--- config.mk ---
export PLATFORM = sky130hd
export DESIGN_NAME = agit_ctrl_flat
export DESIGN_NICKNAME = d
export VERILOG_FILES = /design/src/rtl/agit_ctrl_if.sv /design/src/rtl/agit_ctrl.sv /design/src/flat_wrapper.sv
export SDC_FILE = /design/constraint.sdc
export NUM_CORES = 1
export LEC_CHECK = 0
export ABC_AREA = 1
export BUFFER_PORTS_ARGS = -buffer_cell sky130_fd_sc_hd__buf_2
export CORE_ASPECT_RATIO = 2
export CORE_UTILIZATION = 62
export CTS_CLUSTER_SIZE = 8
export DETAILED_ROUTE_END_ITERATION = 12
export GPL_TIMING_DRIVEN = 0
export PLACE_DENSITY_LB_ADDON = 0.1
export SLEW_MARGIN = 20
export SYNTH_ARGS = -nofsm -noshare
export SYNTH_HDL_FRONTEND = slang
export SYNTH_SLANG_ARGS = --single-unit
--- constraint.sdc ---
create_clock -name clk_i -period 4.1 [get_ports clk_i]
set_input_delay 0.205 -clock clk_i [delete_from_list [all_inputs] [get_ports clk_i]]
set_output_delay 0.205 -clock clk_i [all_outputs]
set_load 0.01 [all_outputs]
--- src/rtl/agit_ctrl_if.sv ---
// ---------------------------------------------------------------------------
// agit_ctrl_if
// Bundles the agitator controller's mode, sensor and actuator signals.
//   tempMode_i   [3:0]  temperature mode (0 = heater off, 1..9, >9 clamps)
//   velMode_i    [3:0]  stirrer speed mode (0 = motor off, 1..9, >9 clamps)
//   temp_i       [7:0]  filtered PT100 temperature, degrees C
//   temp_valid_i        single-cycle strobe marking a new temp_i sample
//   heater_o            heater enable
//   motor_o             stirrer motor PWM
//   state_o      [1:0]  controller state (IDLE/RUN/STOP/FAULT)
//   fault_o             high while the controller is in FAULT
// The master modport belongs to whoever drives modes and samples; the slave
// modport belongs to the controller itself.
// ---------------------------------------------------------------------------
interface agit_ctrl_if;
   logic [3:0] tempMode_i;
   logic [3:0] velMode_i;
   logic [7:0] temp_i;
   logic       temp_valid_i;
   logic       heater_o;
   logic       motor_o;
   logic [1:0] state_o;
   logic       fault_o;

   modport master (
      output tempMode_i, velMode_i, temp_i, temp_valid_i,
      input  heater_o, motor_o, state_o, fault_o
   );

   modport slave (
      input  tempMode_i, velMode_i, temp_i, temp_valid_i,
      output heater_o, motor_o, state_o, fault_o
   );
endinterface

--- src/rtl/agit_ctrl.sv ---
// ---------------------------------------------------------------------------
// agit_ctrl
// Heater and stirrer-motor controller for the agitator.
//   - bang-bang thermostat with hysteresis drives heater_o
//   - PWM motor drive with a soft-start/soft-stop duty ramp drives motor_o
//   - over-temperature supervisor (and optional sensor watchdog) forces a
//     safe FAULT state: heater off, duty ramping to zero
// Ports:
//   clk_i   system clock (100 MHz nominal)
//   rst_i   asynchronous, active-high reset
//   bus     agit_ctrl_if.slave (modes, temperature sample, heater/motor,
//           state and fault outputs)
// Optional build macro:
//   AGIT_WATCHDOG_EN  builds the sensor watchdog; TEMP_TIMEOUT clocks with
//                     no temp_valid_i pulse enters FAULT, and leaving FAULT
//                     also needs a fresh sample taken after the fault.
// ---------------------------------------------------------------------------
module agit_ctrl #(
   parameter int PWM_BITS     = 8,
   parameter int RAMP_DIV     = 390625,
   parameter int HYST         = 2,
   parameter int T_MAX        = 120,
   parameter int TEMP_TIMEOUT = 50000000
) (
   input  logic        clk_i,
   input  logic        rst_i,
   agit_ctrl_if.slave  bus
);

   typedef enum logic [1:0] {
      IDLE  = 2'd0,
      RUN   = 2'd1,
      STOP  = 2'd2,
      FAULT = 2'd3
   } state_t;

   localparam int PRE_W = (RAMP_DIV > 1) ? $clog2(RAMP_DIV) : 1;
   localparam logic [PRE_W-1:0] PRE_LAST = PRE_W'(RAMP_DIV - 1);
   localparam logic [7:0] T_MAX_8 = 8'(T_MAX);
   localparam logic [7:0] HYST_8  = 8'(HYST);
   localparam logic [7:0] COOL_8  = 8'(T_MAX - HYST);

   state_t              state_q;
   logic                heater_q;
   logic                motor_q;
   logic                lastCool_q;
   logic [PWM_BITS-1:0] duty_q, duty_d;
   logic [PWM_BITS-1:0] cnt_q;
   logic [PRE_W-1:0]    pre_q, pre_d;

   logic [3:0]          tModeClamped, vModeClamped;
   logic [7:0]          setpoint, velDuty;
   logic [PWM_BITS-1:0] dutyTarget;
   logic                anyMode, overTemp, faultReq, sampleOk;

   // Mode values above 9 behave like 9; setpoint is 20 + 10*mode degrees
   // and the motor target is 28 duty LSBs per speed step.
   assign tModeClamped = (bus.tempMode_i > 4'd9) ? 4'd9 : bus.tempMode_i;
   assign vModeClamped = (bus.velMode_i  > 4'd9) ? 4'd9 : bus.velMode_i;
   assign setpoint     = 8'd20 + (8'd10 * {4'd0, tModeClamped});
   assign velDuty      = 8'd28 * {4'd0, vModeClamped};
   assign anyMode      = (bus.tempMode_i != 4'd0) || (bus.velMode_i != 4'd0);
   assign overTemp     = bus.temp_valid_i && (bus.temp_i >= T_MAX_8);

`ifdef AGIT_WATCHDOG_EN
   localparam int WD_W = $clog2(TEMP_TIMEOUT + 1);
   localparam logic [WD_W-1:0] WD_LAST = WD_W'(TEMP_TIMEOUT - 1);
   localparam logic [WD_W-1:0] WD_MAX  = WD_W'(TEMP_TIMEOUT);

   logic [WD_W-1:0] wdog_q, wdog_d;
   logic            sampled_q;
   logic            wdogFire;

   // The watchdog counts clocks since the last sample. It fires on the
   // clock that would be the TEMP_TIMEOUT-th without a pulse; a pulse in
   // that same clock counts as a sample, so it does not fire.
   assign wdogFire = !bus.temp_valid_i && (wdog_q >= WD_LAST);
   assign faultReq = overTemp || wdogFire;
   assign sampleOk = sampled_q;

   always_comb begin
      wdog_d = wdog_q;
      if (bus.temp_valid_i) begin
         wdog_d = '0;
      end else if (wdog_q != WD_MAX) begin
         wdog_d = wdog_q + 1'b1;
      end
   end

   // Watchdog register, plus a flag recording that a sample has arrived
   // since the most recent fault entry; FAULT may only be left once the
   // sensor has proven itself alive again.
   always_ff @(posedge clk_i or posedge rst_i) begin
      if (rst_i) begin
         wdog_q    <= '0;
         sampled_q <= 1'b0;
      end else begin
         wdog_q <= wdog_d;
         if (faultReq) begin
            sampled_q <= 1'b0;
         end else if (bus.temp_valid_i) begin
            sampled_q <= 1'b1;
         end
      end
   end
`else
   assign faultReq = overTemp;
   assign sampleOk = 1'b1;
`endif

   // The ramp only chases the speed setting while running; every other
   // state pulls the duty back to zero. A step is taken once per prescaler
   // wrap, so a target change mid-ramp simply redirects the next step.
   always_comb begin
      dutyTarget = (state_q == RUN) ? PWM_BITS'(velDuty) : '0;
      duty_d     = duty_q;
      pre_d      = (pre_q == PRE_LAST) ? '0 : pre_q + 1'b1;
      if (pre_q == PRE_LAST) begin
         if (duty_q < dutyTarget) begin
            duty_d = duty_q + 1'b1;
         end else if (duty_q > dutyTarget) begin
            duty_d = duty_q - 1'b1;
         end
      end
   end

   // Ramp prescaler, duty register and free-running PWM counter. The motor
   // pin is the registered compare, so it lags the counter by one clock.
   always_ff @(posedge clk_i or posedge rst_i) begin
      if (rst_i) begin
         pre_q   <= '0;
         duty_q  <= '0;
         cnt_q   <= '0;
         motor_q <= 1'b0;
      end else begin
         pre_q   <= pre_d;
         duty_q  <= duty_d;
         cnt_q   <= cnt_q + 1'b1;
         motor_q <= (cnt_q < duty_q);
      end
   end

   // Controller FSM with the heater as a registered output. A fault request
   // overrides every other transition and drops the heater in the same
   // clock. The thermostat only acts in RUN on a sample strobe; between the
   // two thresholds the heater keeps its previous value (hysteresis).
   always_ff @(posedge clk_i or posedge rst_i) begin
      if (rst_i) begin
         state_q    <= IDLE;
         heater_q   <= 1'b0;
         lastCool_q <= 1'b1;
      end else begin
         if (bus.temp_valid_i) begin
            lastCool_q <= (bus.temp_i < COOL_8);
         end
         if (faultReq) begin
            state_q  <= FAULT;
            heater_q <= 1'b0;
         end else begin
            case (state_q)
               IDLE: begin
                  heater_q <= 1'b0;
                  if (anyMode) begin
                     state_q <= RUN;
                  end
               end
               RUN: begin
                  if (tModeClamped == 4'd0) begin
                     heater_q <= 1'b0;
                  end else if (bus.temp_valid_i) begin
                     if (bus.temp_i <= (setpoint - HYST_8)) begin
                        heater_q <= 1'b1;
                     end else if (bus.temp_i >= setpoint) begin
                        heater_q <= 1'b0;
                     end
                  end
                  if (!anyMode) begin
                     state_q <= STOP;
                  end
               end
               STOP: begin
                  heater_q <= 1'b0;
                  if (anyMode) begin
                     state_q <= RUN;
                  end else if (duty_q == '0) begin
                     state_q <= IDLE;
                  end
               end
               FAULT: begin
                  heater_q <= 1'b0;
                  if (!anyMode && (duty_q == '0) && lastCool_q && sampleOk) begin
                     state_q <= IDLE;
                  end
               end
               default: begin
                  heater_q <= 1'b0;
                  state_q  <= IDLE;
               end
            endcase
         end
      end
   end

   assign bus.heater_o = heater_q;
   assign bus.motor_o  = motor_q;
   assign bus.state_o  = state_q;
   assign bus.fault_o  = (state_q == FAULT);

endmodule

--- src/flat_wrapper.sv ---
// flat-port wrapper written by rule: the top's interface ports become plain ports
module agit_ctrl_flat 
#(
   parameter int PWM_BITS     = 8,
   parameter int RAMP_DIV     = 390625,
   parameter int HYST         = 2,
   parameter int T_MAX        = 120,
   parameter int TEMP_TIMEOUT = 50000000
)
  (clk_i, rst_i, bus_tempMode_i, bus_velMode_i, bus_temp_i, bus_temp_valid_i, bus_heater_o, bus_motor_o, bus_state_o, bus_fault_o);
  agit_ctrl_if bus_i ();
  input  logic clk_i;
  input  logic rst_i;
  input wire logic [$bits(bus_i.tempMode_i)-1:0] bus_tempMode_i;
  input wire logic [$bits(bus_i.velMode_i)-1:0] bus_velMode_i;
  input wire logic [$bits(bus_i.temp_i)-1:0] bus_temp_i;
  input wire logic [$bits(bus_i.temp_valid_i)-1:0] bus_temp_valid_i;
  output wire logic [$bits(bus_i.heater_o)-1:0] bus_heater_o;
  output wire logic [$bits(bus_i.motor_o)-1:0] bus_motor_o;
  output wire logic [$bits(bus_i.state_o)-1:0] bus_state_o;
  output wire logic [$bits(bus_i.fault_o)-1:0] bus_fault_o;
  assign bus_i.tempMode_i = bus_tempMode_i;
  assign bus_i.velMode_i = bus_velMode_i;
  assign bus_i.temp_i = bus_temp_i;
  assign bus_i.temp_valid_i = bus_temp_valid_i;
  assign bus_heater_o = bus_i.heater_o;
  assign bus_motor_o = bus_i.motor_o;
  assign bus_state_o = bus_i.state_o;
  assign bus_fault_o = bus_i.fault_o;
  agit_ctrl #(.PWM_BITS(PWM_BITS), .RAMP_DIV(RAMP_DIV), .HYST(HYST), .T_MAX(T_MAX), .TEMP_TIMEOUT(TEMP_TIMEOUT)) u_core (.clk_i(clk_i), .rst_i(rst_i), .bus(bus_i));
endmodule
==> run metrics <==
placed cell count=541; period utilisation layout=93.0%; Min Clock Period, post-route=3.81 ns; CP Max Fanout=9; sequential share of power=33.7%; Least-Margin Pin Slew=0.561 ns; final std cells w/o fill=549; xor/xnor cell area share of the yosys netlist=5.97%; CTS buffer count=5; Slew HR=62.3%; Setup Crit Path Kind=primary input to register; Peak VDD IR=0.427 mV; syn nets=526; number of flops mapped to enable cells by yosys=0; logic gate share of total power=35.7%; I/O Buffers=22; Nets=557; Worst Path Required=4.29 ns; Final HPWL DP=6040 um; grt total ovfl=0; final setup fails=0; Die Ht=109 um; Iter 0 DRT Violations=96; initial antenna violation count=0; Post-CTS Setup Bufs=0; die width=55.3 um; final wirelength=7560 um; Clock transition at path regs=0.08 ns; diode count=0; mux cell area share after synthesis=0%; layout cells sized above 1=13.1%; clock share of power=30.5%; Worst path max stage delay=0.54 ns; status=finished, final reports clean; # IOs=24; Max clock buf depth=2; Synth Warn #=0; CTS tree=built; Crit. End Element=register; adder-cell share of the synthesized area=18.5%; drt pass-1 iters=4; Starting Density=64.4%; Register-to-Register Path Depth=18; Core Util, Final=71.2%; vias per cell=5.66; max cap viols=0; Placer Congestion=0.844; Sw Ratio=33.4%; die area=6010 um2; worst skew pair latency=0.29 ns; number of synthesized register bits=40; startpoint types=primary input; number of antenna-violating nets in the routed design=0; ys flop type=dfrtp_1; Unique masters post-synth=45; Fin Clk Skew=0.0102 ns; number of fill cells=462; Post-route DRC=0; CTS root buffer=clkbuf_8; worst hold path class=primary input to register; Site Rows=38; most frequent cells in the layout=85 x nand2_1, 79 x inv_1, 43 x ha_1, 39 x dfrtp_1; Cell Chain, Critical Path=buf_2, nor2_2, inv_1, fa_1, inv_1, ha_1, fa_1, a21oi_1, o21ai_0, ha_1, nand2_1, nor2_1, nand2_1, nand3_4, inv_1, fa_1, o21ai_1, a21oi_1, nor2_1, nor2_1, xor2_1, o21ai_2; first-pass GRT wire length=12600 um; largest family of logic cells by synthesized area=simple AND/OR/NAND/NOR gates; via count=3107; fin. max-slew vios=0; CP Data Arrival Time=4.01 ns; GRT Overall Usage=26.4%; leakage power=2.08 nW; Cell Area, Synth=3520 um2; sequential share of the synthesized area=28.4%; Place WS=-0.384 ns; Pint=0.000827 W; net switching power=0.000414 W; commonest non-fill, non-tap cell in the layout=nand2_1; simple-gate portion of the synthesized area=25.7%; Post-synth ARST share=100%; Crit-path slowest cell=fa_1; vias in the first global route=3087; Synth Area in Compound Gates=11.5%; cell count after synthesis=458; Num Clock Sinks=40; Max Clk Rate=262 MHz; syn avg cell area=7.69 um2; Layout area overhead=10.5%; routed len/inst=13.8 um; Hold Path Stages=3; PnR worst setup slack=0.287 ns; H-tree depth=2; Power Density=319 nW/um2; Final Hold Viols=0; unrepaired setup endpoints after global routing=false; largest net degree at the start of global routing=30; core area=5470 um2
## power by group through the flow
stage / logic (W) / clock network [W] / registers, W
3_5_place_dp: 0.000432 / 0 / 0.000426
3_3_place_gp: 0.000420 / 0 / 0.000426
2_1_floorplan: 0.000326 / 0 / 0.000428
5_1_grt: 0.000505 / 0.000399 / 0.000421
4_1_cts: 0.000439 / 0.000388 / 0.000419
6_report: 0.000443 / 0.000379 / 0.000419
## metal layers
metal | up-vias | part of all wire (%) | GRT usage [%]
li1 | 1555 | - | -
met2 | 53 | 56 | 52.9
met4 | 0 | 4.0 | 13.8
met3 | 26 | 2.4 | 4.27
met5 | - | 0 | 0
met1 | 1473 | 37 | 24.9
## cell families after synthesis
kind of cell,count (synthesis)
compound gates,68
other cells,2
xor+xnor,24
simple gates,188
fa+ha+maj,49
flops,40
buf+inv,87
## registers in the layout, indices dropped and copies added, names as in the netlist
name and cells:
u_core.bus.motor_o 1, u_core.duty_q 8, u_core.cnt_q 8, u_core.bus.state_o 2
u_core.lastCool_q 1, u_core.pre_q 19, u_core.bus.heater_o 1
## final cells by class
| class | count | area [um2] | share of cell area (%) |
|---|---|---|---|
| clock inverters | 2 | 60.1 | 1.54 |
| well taps | 60 | 75.1 | 1.93 |
| inverters | 84 | 320 | 8.23 |
| flip-flops and latches | 40 | 1000 | 25.7 |
| clock buffers | 5 | 68.8 | 1.77 |
| plain buffers | 3 | 20.0 | 0.514 |
| repair buffers | 24 | 140 | 3.60 |
| multi-input cells | 331 | 2210 | 56.7 |
## Yosys cell counts (all sizes together), types with 2 or more instances
cell type / n / share of area, %
nor3b: 2 / 0.43
nand3: 30 / 4.3
and3: 2 / 0.36
inv: 82 / 8.7
a21oi: 29 / 4.1
ha: 44 / 16
clkinv: 2 / 0.36
o31ai: 3 / 0.64
o21ai: 22 / 3.8
xor2: 15 / 3.7
o21bai: 3 / 0.64
nor4: 5 / 1.3
nor2: 33 / 4.0
xnor2: 9 / 2.2
dfrtp: 39 / 28
nor3: 12 / 2.5
clkbuf: 2 / 0.25
or2: 3 / 0.53
nand4: 12 / 2.3
fa: 5 / 2.8
o22ai: 2 / 0.36
a21o: 2 / 0.43
nand2: 89 / 10
conb: 2 / 0.21
## critical path: cells and delay by family
kind            cells  cell delay, ns
compound gates      5            0.62
xor+xnor            1            0.16
fa+ha+maj           5            1.81
buf+inv             4            0.36
simple gates        7            0.83
## per-stage QoR
step / hold WS [ns] / total power [W] / area (um2) / setup TNS [ns]
6_report: 0.193 / 0.00124 / 3890 / 0
5_1_grt: 0.212 / 0.00132 / 3890 / 0
4_1_cts: 0.181 / 0.00125 / 3870 / 0
3_5_place_dp: 0.159 / 0.000858 / 3730 / -1.06
3_3_place_gp: 0.462 / 0.000846 / 3710 / -0.711
2_1_floorplan: 0.342 / 0.000755 / 3520 / 0
## final timing paths
kind                                            start                   to  slack (ns)
worst min register to register       u_core.pre_q[18]     u_core.pre_q[18]        0.48
worst max register to register  u_core.bus.state_o[0]     u_core.duty_q[6]        0.83
min in group asynchronous                       rst_i     u_core.pre_q[16]        0.38
max in group asynchronous                       rst_i    u_core.lastCool_q        3.21
worst max-delay path                 bus_velMode_i[3]     u_core.duty_q[6]        0.29
worst min-delay path                 bus_temp_valid_i  u_core.bus.heater_o        0.19
## repair_timing
| item | in CTS | in global routing |
|---|---|---|
| gates resized for setup | 1 | 6 |
| pin swaps | 0 | 0 |
| hold buffers | 1 | 0 |
| endpoints found under the setup margin | 1 | 3 |
| hold endpoints to repair | 11 | 0 |
(Power assumes the default switching activity.)
